[config.mk]
export PLATFORM = sky130hd
export DESIGN_NAME = restoring_divider
export DESIGN_NICKNAME = d
export VERILOG_FILES = /design/src/rtl/restoring_divider_pkg.sv /design/src/rtl/divider_datapath.sv /design/src/rtl/restoring_divider.sv
export SDC_FILE = /design/constraint.sdc
export NUM_CORES = 1
export LEC_CHECK = 0
export ABC_AREA = 1
export CORE_UTILIZATION = 30
export CTS_BUF_LIST = sky130_fd_sc_hd__clkbuf_8
export DETAILED_ROUTE_END_ITERATION = 10
export GPL_ROUTABILITY_DRIVEN = 1
export HOLD_SLACK_MARGIN = 0.02
export MAX_ROUTING_LAYER = met4
export PLACE_DENSITY = 0.51
export RECOVER_POWER = 50
export SYNTH_ARGS = -nofsm -noshare
export SYNTH_HDL_FRONTEND = slang
export SYNTH_SLANG_ARGS = --single-unit
[constraint.sdc]
create_clock -name clk -period 2.4 [get_ports clk]
set_input_delay 0.48 -clock clk [delete_from_list [all_inputs] [get_ports clk]]
set_output_delay 0.48 -clock clk [all_outputs]
set_load 0.01 [all_outputs]
[src/rtl/restoring_divider_pkg.sv]
// Shared definitions for the restoring divider: controller state encoding,
// datapath control bundle and the default operand width.
package restoring_divider_pkg;

  localparam int DEFAULT_WIDTH = 6;

  localparam logic [2:0] ST_IDLE   = 3'd0;
  localparam logic [2:0] ST_LOAD_X = 3'd1;
  localparam logic [2:0] ST_LOAD_Y = 3'd2;
  localparam logic [2:0] ST_CALC   = 3'd3;
  localparam logic [2:0] ST_OUT_Q  = 3'd4;
  localparam logic [2:0] ST_OUT_R  = 3'd5;

  typedef enum logic [2:0] {
    IDLE   = ST_IDLE,
    LOAD_X = ST_LOAD_X,
    LOAD_Y = ST_LOAD_Y,
    CALC   = ST_CALC,
    OUT_Q  = ST_OUT_Q,
    OUT_R  = ST_OUT_R
  } stateT;

  // Control strobes from the controller to the shift/subtract datapath.
  typedef struct packed {
    logic ldQ;    // Q <= inBus (dividend)
    logic ldM;    // M <= inBus (divisor)
    logic initA;  // A <= 0
    logic shift;  // perform one shift/subtract iteration
    logic load;   // iteration result: take the difference, quotient bit = 1
    logic selQ;   // drive Q onto outBus
    logic selR;   // drive remainder onto outBus
  } ctrlT;

endpackage

[src/rtl/divider_datapath.sv]
// Shift/subtract datapath: A/Q/M registers, trial subtractor and result mux.
// Returns the trial-difference sign bit so the controller can decide each bit.
module divider_datapath
  import restoring_divider_pkg::*;
#(
  parameter int WIDTH = DEFAULT_WIDTH
) (
  input  logic             clk,
  input  logic             rst,
  input  ctrlT             ctrl,
  input  logic [WIDTH-1:0] inBus,
  output logic             signBit,
  output logic [WIDTH-1:0] outBus
);

  logic [WIDTH:0]   aReg;
  logic [WIDTH-1:0] qReg;
  logic [WIDTH-1:0] mReg;

  logic [2*WIDTH:0] aqShifted;
  logic [WIDTH:0]   aShifted;
  logic [WIDTH-1:0] qShifted;
  logic [WIDTH:0]   trial;

  // The combined {A,Q} shift drops A's top bit; it is always 0 because the
  // partial remainder never reaches M.
  assign aqShifted = {aReg, qReg} << 1;
  assign aShifted  = aqShifted[2*WIDTH:WIDTH];
  assign qShifted  = aqShifted[WIDTH-1:0];
  assign trial     = aShifted - {1'b0, mReg};
  assign signBit   = trial[WIDTH];

  // NOTE: every state element uses non-blocking assignment so all registers
  // update together from values sampled at the same clock edge.
  always_ff @(posedge clk) begin
    // NOTE: datapath registers are reset along with the FSM so outputs and
    // stale operands are deterministic after any reset, including mid-CALC.
    if (rst) begin
      aReg <= '0;
      qReg <= '0;
      mReg <= '0;
    end else begin
      if (ctrl.initA) aReg <= '0;
      if (ctrl.ldQ)   qReg <= inBus;
      if (ctrl.ldM)   mReg <= inBus;
      if (ctrl.shift) begin
        aReg <= ctrl.load ? trial : aShifted;
        qReg <= {qShifted[WIDTH-1:1], ctrl.load};
      end
    end
  end

  // NOTE: a default is assigned first so no path leaves outBus unassigned,
  // which would otherwise infer a latch.
  always_comb begin
    outBus = '0;
    if (ctrl.selQ)      outBus = qReg;
    else if (ctrl.selR) outBus = aReg[WIDTH-1:0];
  end

endmodule

[src/rtl/restoring_divider.sv]
// Unsigned sequential restoring divider: controller FSM and iteration counter
// driving divider_datapath; operands arrive and results leave over narrow buses.
module restoring_divider
  import restoring_divider_pkg::*;
#(
  parameter int WIDTH = DEFAULT_WIDTH
) (
  input  logic             clk,
  input  logic             rst,
  input  logic             start,
  output logic             done,
  input  logic [WIDTH-1:0] inBus,
  output logic [WIDTH-1:0] outBus
);

  localparam int             CW       = $clog2(WIDTH + 1);
  localparam logic [CW-1:0]  CNT_LAST = CW'(WIDTH - 1);

  stateT         state;
  stateT         nextState;
  logic [CW-1:0] cnt;
  ctrlT          ctrl;
  logic          signBit;

  always_ff @(posedge clk) begin
    if (rst) begin
      state <= IDLE;
      cnt   <= '0;
    end else begin
      state <= nextState;
      if (state == LOAD_Y)    cnt <= '0;
      else if (state == CALC) cnt <= cnt + 1'b1;
    end
  end

  always_comb begin
    nextState = state;
    ctrl      = '0;
    unique case (state)
      IDLE:   if (start) nextState = LOAD_X;
      LOAD_X: begin
        ctrl.ldQ   = 1'b1;
        ctrl.initA = 1'b1;
        nextState  = LOAD_Y;
      end
      LOAD_Y: begin
        ctrl.ldM  = 1'b1;
        nextState = CALC;
      end
      CALC: begin
        // A non-negative trial difference means the divisor fits: keep it.
        ctrl.shift = 1'b1;
        ctrl.load  = ~signBit;
        if (cnt == CNT_LAST) nextState = OUT_Q;
      end
      OUT_Q: begin
        ctrl.selQ = 1'b1;
        nextState = OUT_R;
      end
      OUT_R: begin
        ctrl.selR = 1'b1;
        nextState = IDLE;
      end
      default: nextState = IDLE;
    endcase
  end

  // done and outBus depend only on the state register and datapath registers.
  assign done = ctrl.selQ | ctrl.selR;

  divider_datapath #(
    .WIDTH(WIDTH)
  ) uDatapath (
    .clk    (clk),
    .rst    (rst),
    .ctrl   (ctrl),
    .inBus  (inBus),
    .signBit(signBit),
    .outBus (outBus)
  );

endmodule

==> results of run 1 <==
## cells in the mapped netlist (all sizes together)
library cell / instances / area (µm²)
clkbuf: 2 / 7.51
a211oi: 1 / 7.51
o22ai: 5 / 31.3
nor4: 1 / 6.26
ha: 8 / 100
nor2: 7 / 33.8
fa: 1 / 20.0
clkinv: 1 / 8.76
inv: 35 / 131
nand3b: 1 / 7.51
xnor2: 1 / 8.76
buf: 3 / 15.0
nand2: 43 / 169
a2111oi: 1 / 15.0
o21a: 1 / 7.51
or2: 1 / 6.26
a21oi: 23 / 115
o21ai: 15 / 75.1
a31oi: 2 / 12.5
nand3: 17 / 90.1
dfxtp: 24 / 480
xor2: 3 / 26.3
## worst max-delay path, cell delays in order (launching register included)
cell,delay (ns)
dfxtp_1,0.36
inv_1,0.16
nand3_2,0.21
o21ai_0,0.24
clkdlybuf4s50_1,0.57
## worst max-delay path by stage
stage,start,end,slack [ns],cells past startpoint
final,state[1]$_SDFFE_PP0P_,outBus[0],0.10,4
after global routing,state[1]$_SDFFE_PP0P_,outBus[0],0.01,4
after CTS,state[1]$_SDFFE_PP0P_,outBus[0],0.01,4
after detailed placement,state[1]$_SDFFE_PP0P_,outBus[5],0.33,4
after global placement,state[2]$_SDFFE_PP0P_,outBus[0],0.36,3
after floorplan,uDatapath.qReg[5]$_SDFFE_PP0P_,uDatapath.aReg[0]$_SDFFE_PP0P_,0.64,14
## registers in the layout, indices dropped and copies added (netlist names)
register        count
cnt                 3
uDatapath.qReg      6
state               3
uDatapath.mReg      6
uDatapath.aReg      6
## stage by stage
| stage | instance area, µm² | instances |
|---|---|---|
| 6_report | 1640 | 264 |
| 5_1_grt | 1640 | 264 |
| 4_1_cts | 1650 | 264 |
| 3_5_place_dp | 1580 | 260 |
| 3_3_place_gp | 1580 | 260 |
| 2_1_floorplan | 1380 | 196 |
## cell type report
cell class	count	area [µm²]	share of cell area, %
Multi-Input combinational cell	131	724	44.1
Sequential cell	24	480	29.2
Timing Repair Buffer	17	165	10.1
Inverter	36	136	8.30
Tap cell	52	65.1	3.96
Clock buffer	3	41.3	2.51
Clock inverter	1	30.0	1.83
## power by group through the flow
stage / combinational [mW] / sequential, mW / clock (mW)
2_1_floorplan: 0.275 / 0.473 / 0
3_3_place_gp: 0.360 / 0.478 / 0
3_5_place_dp: 0.361 / 0.478 / 0
4_1_cts: 0.363 / 0.469 / 0.370
5_1_grt: 0.412 / 0.475 / 0.381
6_report: 0.354 / 0.469 / 0.358
## metal layers
metal	GRT usage, %	up-vias	share of wire [%]
met1	19.5	566	52
met2	22.8	17	45
li1	-	675	-
met4	4.67	0	1.2
met5	-	-	0
met3	2.18	4	1.7
## logic make-up after synthesis
family / count (synthesis)
AND/OR/NAND/NOR: 70
AO/OA/AOI/OAI: 48
buffers and inverters: 41
flip-flops: 24
adder cells (fa/ha/maj): 9
XOR/XNOR: 4
## timing repair
item	in CTS	in global routing
setup endpoints to repair	0	6
hold buffers	0	0
gates resized for setup	0	2
==> impl_metrics.toml, run 1 <==
[drt]
via_per_inst = 4.78
dr.pass1.iters = 4
drc = 0
final_antenna_net_count = 0
first_iter_violations = 51
wl_per_cell_um = 12.4
vias = 1262
wl_um = 3260

[synthesis]
synth_xor_area_share_pct = 2.55
synth-compound-area-share_pct = 19.2
netlist_area_um2 = 1380
synthAdderAreaFrac_pct = 8.74
synthCells = 196
yosysWarnings = 0
syn_area_per_cell_um2 = 7.02
synth.distinct_cells = 26
synthMuxAreaShare_pct = 0
synth_seq_cells = 24
yosysSeqAreaShare_pct = 34.9
synthSimpleGateAreaFrac_pct = 22.7
synth_top_family_by_area = "simple AND/OR/NAND/NOR gates"
syn-num-nets = 214

[run_status]
status = "completed"

[sta]
fin_setup_tns_ns = 0
fmax_mhz = 436
fin_skew_ns = 0.00567
finalWorstSetupSlack_ns = 0.104
drv_slew = 0
fin_crit_ns = 2.30
setup_viol = 0
fin_hold_ws_ns = 0.468
min_period_over_period_pct = 95.7
worst_slew_pin_slew_ns = 0.560
grt_setup_unrepaired = "false"
hold_viol = 0
maxSlewHeadroom_pct = 62.6

[power_and_ir_drop]
vdd_drop_max_uv = 261
leakagePower_nw = 0.687
swShare_pct = 32.9
p_comb_share_pct = 30.0
switching_power_mw = 0.389
p_total_mw = 1.18
clock_power_share_pct = 30.3
power_density_nw_per_um2 = 719
p_int_mw = 0.793
p_seq_share_pct = 39.7

[global_route]
grt_pass1_vias = 1165
antenna_found_initial = 0
overflow = 0
grt_max_degree = 16
grt_usage_pct = 14.6
grt_pass1_wl_um = 5520

[final_layout]
nNetsFinal = 231
fin_util_pct = 37.5
nFillCells = 477
final_common_cell = "nand2_1"
area_delta_synth_final_pct = 19.5
antenna_cells = 0
drive_above_1_share_pct = 5.66
final_cell_mix = "nand2_1 (42), inv_1 (34), dfxtp_1 (24)"

[clocking]
htree_levels = 1
cts_tree = "yes"
cts.sinks = 24
clk_latency_ns = 0.27
clkTransAtPathRegs_ns = 0.09
clock_path_buffers = 2
postCtsSetupBuffers = 0
cts_buffers = 3
cts-root-buf = "clkbuf_8"

[worst_setup_path]
cp-end-kind = "output port"
r2r_end = "uDatapath.aReg[0]$_SDFFE_PP0P_"
critPathKind = "reg -> out"
worstPathMaxFanout = 7
crit_path_start_kind = "flip-flop"
critical_path_required_ns = 1.92
worst_ep_arrival_time_ns = 1.82
rrSetupSlack_ns = 0.40
r2r-start = "uDatapath.qReg[5]$_SDFFE_PP0P_"
ff2ff_path_depth = 14

[floorplanning]
coreArea_um2 = 4380
rows = 24
die_w_um = 69.7
die_area_um2 = 4860
ios = 16
initial_core_util_pct = 31.4
die_h_um = 69.7

[place]
place.gp.congestion = 0.737
dpl.hpwl_um = 2470
portBuffers = 15
place_ws_ns = 0.333

[worst_hold_path]
holdPathEnd = "uDatapath.qReg[4]$_SDFFE_PP0P_"
hold_class = "reg -> reg"
min_path_cells = 2
hp-start = "uDatapath.qReg[4]$_SDFFE_PP0P_"

[run]
cap_viol_max_count = 0
(Power assumes the default switching activity.)
==> inputs of run 2 (changes only) <==
- CELL_PAD_IN_SITES_DETAIL_PLACEMENT: not set -> 1
- CELL_PAD_IN_SITES_GLOBAL_PLACEMENT: not set -> 2
- PLACE_DENSITY: 0.51 -> 0.79
- clock period: 2.4 -> 2.3 ns (I/O delays scaled with it)
==> impl_metrics.toml, run 2 (synthesized netlist as in run 1, its figures left out) <==
[global_route]
overflow = 0
antenna_found_initial = 0
grt_pass1_wl_um = 6530
grt_max_degree = 16
grt_usage_pct = 17.0
grt_pass1_vias = 1411

[sta]
min_period_over_period_pct = 96.0
fmax_mhz = 453
fin_skew_ns = 0.00177
drv_slew = 0
maxSlewHeadroom_pct = 62.2
fin_crit_ns = 2.21
finalWorstSetupSlack_ns = 0.0921
worst_slew_pin_slew_ns = 0.565
fin_setup_tns_ns = 0
grt_setup_unrepaired = "false"
hold_viol = 0
setup_viol = 0

[clocking]
hold_buffers = 0
cts.sinks = 24
htree_levels = 1
postCtsSetupBuffers = 0
clkTransAtPathRegs_ns = 0.09
cts-root-buf = "clkbuf_8"
clock_path_buffers = 2
cts_tree = "yes"
ctsResizeCount = 0
cts_buffers = 3
clk_latency_ns = 0.26

[final_layout]
stdcell_area_um2 = 1630
nFillCells = 550
nNetsFinal = 231
final_common_cell = "nand2_1"
antenna_cells = 0
drive_above_1_share_pct = 5.66
area_delta_synth_final_pct = 18.4
reg.largest.list = "uDatapath.aReg: 6 flops, uDatapath.mReg: 6 flops, uDatapath.qReg: 6 flops"
final_cell_mix = "nand2_1 (42), inv_1 (34), a21oi_1 (23), dfxtp_1 (23)"

[drt]
via_per_inst = 5.01
vias = 1322
dr.pass1.iters = 4
drc = 0
wl_um = 3710
wl_per_cell_um = 14.0
final_antenna_net_count = 0
first_iter_violations = 25

[power_and_ir_drop]
vdd_drop_max_uv = 286
p_total_mw = 1.16
leakagePower_nw = 0.683
power_density_nw_per_um2 = 711

[floorplanning]
coreArea_um2 = 4380
die_area_um2 = 4860
ios = 16
initial_core_util_pct = 31.4
die_h_um = 69.7
die_w_um = 69.7
rows = 24

[place]
portBuffers = 15
dpl_cell_area_um2 = 1580
dpl.hpwl_um = 2970
place.gp.congestion = 0.817
place_ws_ns = 0.267

[run]
cap_viol_max_count = 0

[worst_hold_path]
hold_class = "reg -> reg"

[run_status]
status = "completed"

[worst_setup_path]
critPathKind = "reg -> out"
worst_ep_arrival_time_ns = 1.75
critical_path_required_ns = 1.84
cp-end-kind = "output port"
crit_path_start_kind = "flip-flop"
worstPathMaxFanout = 7
-- run 2: power by group --
part,internal [mW],switching (mW)
logic,0.132,0.250
registers,0.460,0.0281
clock network,0.153,0.134
-- run 2: per-stage QoR --
step / hold slack, ns / cells / utilization, %
6_report: 0.461 / 264 / 37.1
3_3_place_gp: 0.454 / 260 / 36.1
5_1_grt: 0.493 / 264 / 37.1
4_1_cts: 0.463 / 264 / 37.4
2_1_floorplan: 0.428 / 196 / -
3_5_place_dp: 0.449 / 260 / 36.1
-- run 2: worst paths after layout --
check                            startpoint                              to  slack (ns)  cells past startpoint
max                   state[1]$_SDFFE_PP0P_                       outBus[1]        0.09                      4
min          uDatapath.mReg[0]$_SDFFE_PP0P_  uDatapath.mReg[0]$_SDFFE_PP0P_        0.46                      2
max reg2reg  uDatapath.qReg[5]$_SDFFE_PP0P_  uDatapath.aReg[0]$_SDFFE_PP0P_        0.22                     14
min reg2reg  uDatapath.mReg[0]$_SDFFE_PP0P_  uDatapath.mReg[0]$_SDFFE_PP0P_        0.46                      2
-- run 2: area by class of cell --
cell class                      count  area, µm²  share of cell area (%)
Clock buffer                        4       55.1                    3.38
Inverter                           36        140                    8.61
Multi-Input combinational cell    131        724                    44.5
Sequential cell                    24        482                    29.6
Tap cell                           52       65.1                    4.00
Timing Repair Buffer               17        161                    9.92
-- run 2: routing by layer --
| layer | wire length [µm] | global-route usage, % | up-vias |
|---|---|---|---|
| met2 | 1790 | 29.2 | 17 |
| met1 | 1790 | 20.6 | 629 |
| li1 | - | - | 671 |
| met4 | 55 | 6.00 | 0 |
| met5 | 0 | - | - |
| met3 | 74 | 1.89 | 5 |
-- run 2: critical path, stage by stage (launching register included) --
cell	delay (ns)
dfxtp_1	0.34
inv_1	0.14
nand3_2	0.18
o22ai_1	0.25
clkdlybuf4s50_1	0.58
==> inputs of run 3 (changes only) <==
- CORE_UTILIZATION: 30 -> 32
- PLACE_DENSITY: 0.79 -> 0.85
==> impl_metrics.toml, run 3 (synthesized netlist as in run 1, its figures left out) <==
[worst_setup_path]
cp_num_buf_inv = 1
worst_ep_arrival_time_ns = 1.74
rrSetupSlack_ns = 0.16
critical_path_required_ns = 1.84
worstPathMaxFanout = 7
cp_slowest_cell = "clkdlybuf4s50_1"
cp_slowest_stage_delay_ns = 0.56
critPathKind = "reg -> out"
crit_chain = "nor2_2 -> nand2_2 -> o22ai_1 -> clkdlybuf4s50_1"
crit_path_start_kind = "flip-flop"
crit_family = "buffers and inverters"
cp-end-kind = "output port"

[drt]
vias = 1324
via_per_inst = 5.05
drc = 0
first_iter_violations = 25
wl_per_cell_um = 15.0
dr.pass1.iters = 4
final_antenna_net_count = 0
wl_um = 3930

[final_layout]
area_delta_synth_final_pct = 21.0
final_cell_mix = "nand2_1 (42), inv_1 (33), a21oi_1 (23), dfxtp_1 (23)"
drive_above_1_share_pct = 8.02
instances_no_fill = 262
final_common_cell = "nand2_1"
stdcell_area_um2 = 1660
nNetsFinal = 231
fin_util_pct = 41.0
antenna_cells = 0
reg.largest.list = "uDatapath.aReg: 6 flops, uDatapath.mReg: 6 flops, uDatapath.qReg: 6 flops"

[clocking]
clock_path_buffers = 2
cts-root-buf = "clkbuf_8"
hold_buffers = 0
cts_buffers = 3
cts_tree = "yes"
cts.sinks = 24
clkTransAtPathRegs_ns = 0.09
clk_latency_ns = 0.28
htree_levels = 1

[sta]
maxSlewHeadroom_pct = 63.4
fin_setup_tns_ns = 0
min_period_over_period_pct = 95.7
worst_slew_pin_slew_ns = 0.547
fin_skew_ns = 0.00168
fin_crit_ns = 2.20
finalWorstSetupSlack_ns = 0.0986
setup_viol = 0
fin_hold_ws_ns = 0.462
hold_viol = 0
drv_slew = 0
fmax_mhz = 454

[power_and_ir_drop]
p_seq_share_pct = 39.2
switching_power_mw = 0.433
p_total_mw = 1.26
power_density_nw_per_um2 = 759
clock_power_share_pct = 30.7
vdd_drop_max_uv = 297
leakagePower_nw = 0.689
swShare_pct = 34.3
p_int_mw = 0.830
p_comb_share_pct = 30.1

[floorplanning]
ios = 16
die_area_um2 = 4560
rows = 23
die_h_um = 67.6
initial_core_util_pct = 33.9
die_w_um = 67.6
coreArea_um2 = 4060

[place]
dpl_cell_area_um2 = 1580
place.gp.congestion = 0.813
place_ws_ns = 0.187
dp_cells = 258
portBuffers = 15
dpl.hpwl_um = 2920

[global_route]
antenna_found_initial = 0
overflow = 0
grt_pass1_vias = 1383
grt_usage_pct = 19.5
grt_pass1_wl_um = 6420
grt_max_degree = 16

[run]
cap_viol_max_count = 0

[run_status]
status = "completed"

[worst_hold_path]
hold_class = "reg -> reg"
run 3: metal layers:
metal	vias up	track usage (%)	routed length, µm
met5	-	-	0
met4	0	4.79	42
met3	4	2.03	99
met2	19	32.9	1870
met1	631	24.7	1920
li1	670	-	-
run 3: worst paths after layout:
kind / startpoint / depth (start not counted) / end
setup / recovery: state[0]$_SDFFE_PP0P_ / 4 / outBus[1]
hold reg to reg: uDatapath.mReg[0]$_SDFFE_PP0P_ / 2 / uDatapath.mReg[0]$_SDFFE_PP0P_
setup reg to reg: uDatapath.qReg[5]$_SDFFE_PP0P_ / 14 / uDatapath.aReg[0]$_SDFFE_PP0P_
hold / removal: uDatapath.mReg[0]$_SDFFE_PP0P_ / 2 / uDatapath.mReg[0]$_SDFFE_PP0P_
run 3: power by group through the flow:
stage          registers [mW]  logic [mW]  clock network [mW]
2_1_floorplan           0.493       0.287                   0
3_3_place_gp            0.497       0.368                   0
3_5_place_dp            0.501       0.384                   0
4_1_cts                 0.493       0.391               0.384
5_1_grt                 0.501       0.429               0.402
6_report                0.495       0.380               0.388
run 3: what timing repair did:
item,in CTS,in global routing
setup endpoints to repair,6,6
buffers inserted,0,0
pin swaps,0,1
resized for setup,5,3
run 3: cell type report:
cell class	count	area, µm²
clock inverters	1	30.0
well taps	50	62.6
fillers	497	2390
flip-flops and latches	24	482
multi-input cells	131	747
clock buffers	3	41.3
inverters	36	136
repair buffers	17	165
run 3: worst reg2reg max path, stage by stage (launching register included):
cell and delay, ns:
dfxtp_1 0.34, inv_1 0.09, ha_1 0.14, inv_1 0.06, fa_1 0.40, nand2_1 0.08
nand2_1 0.07, nand3_1 0.09, nand2_1 0.06, nand2_1 0.09, nand2_1 0.14, nand3_1 0.11
nand2_1 0.07, o21ai_0 0.21, inv_1 0.08
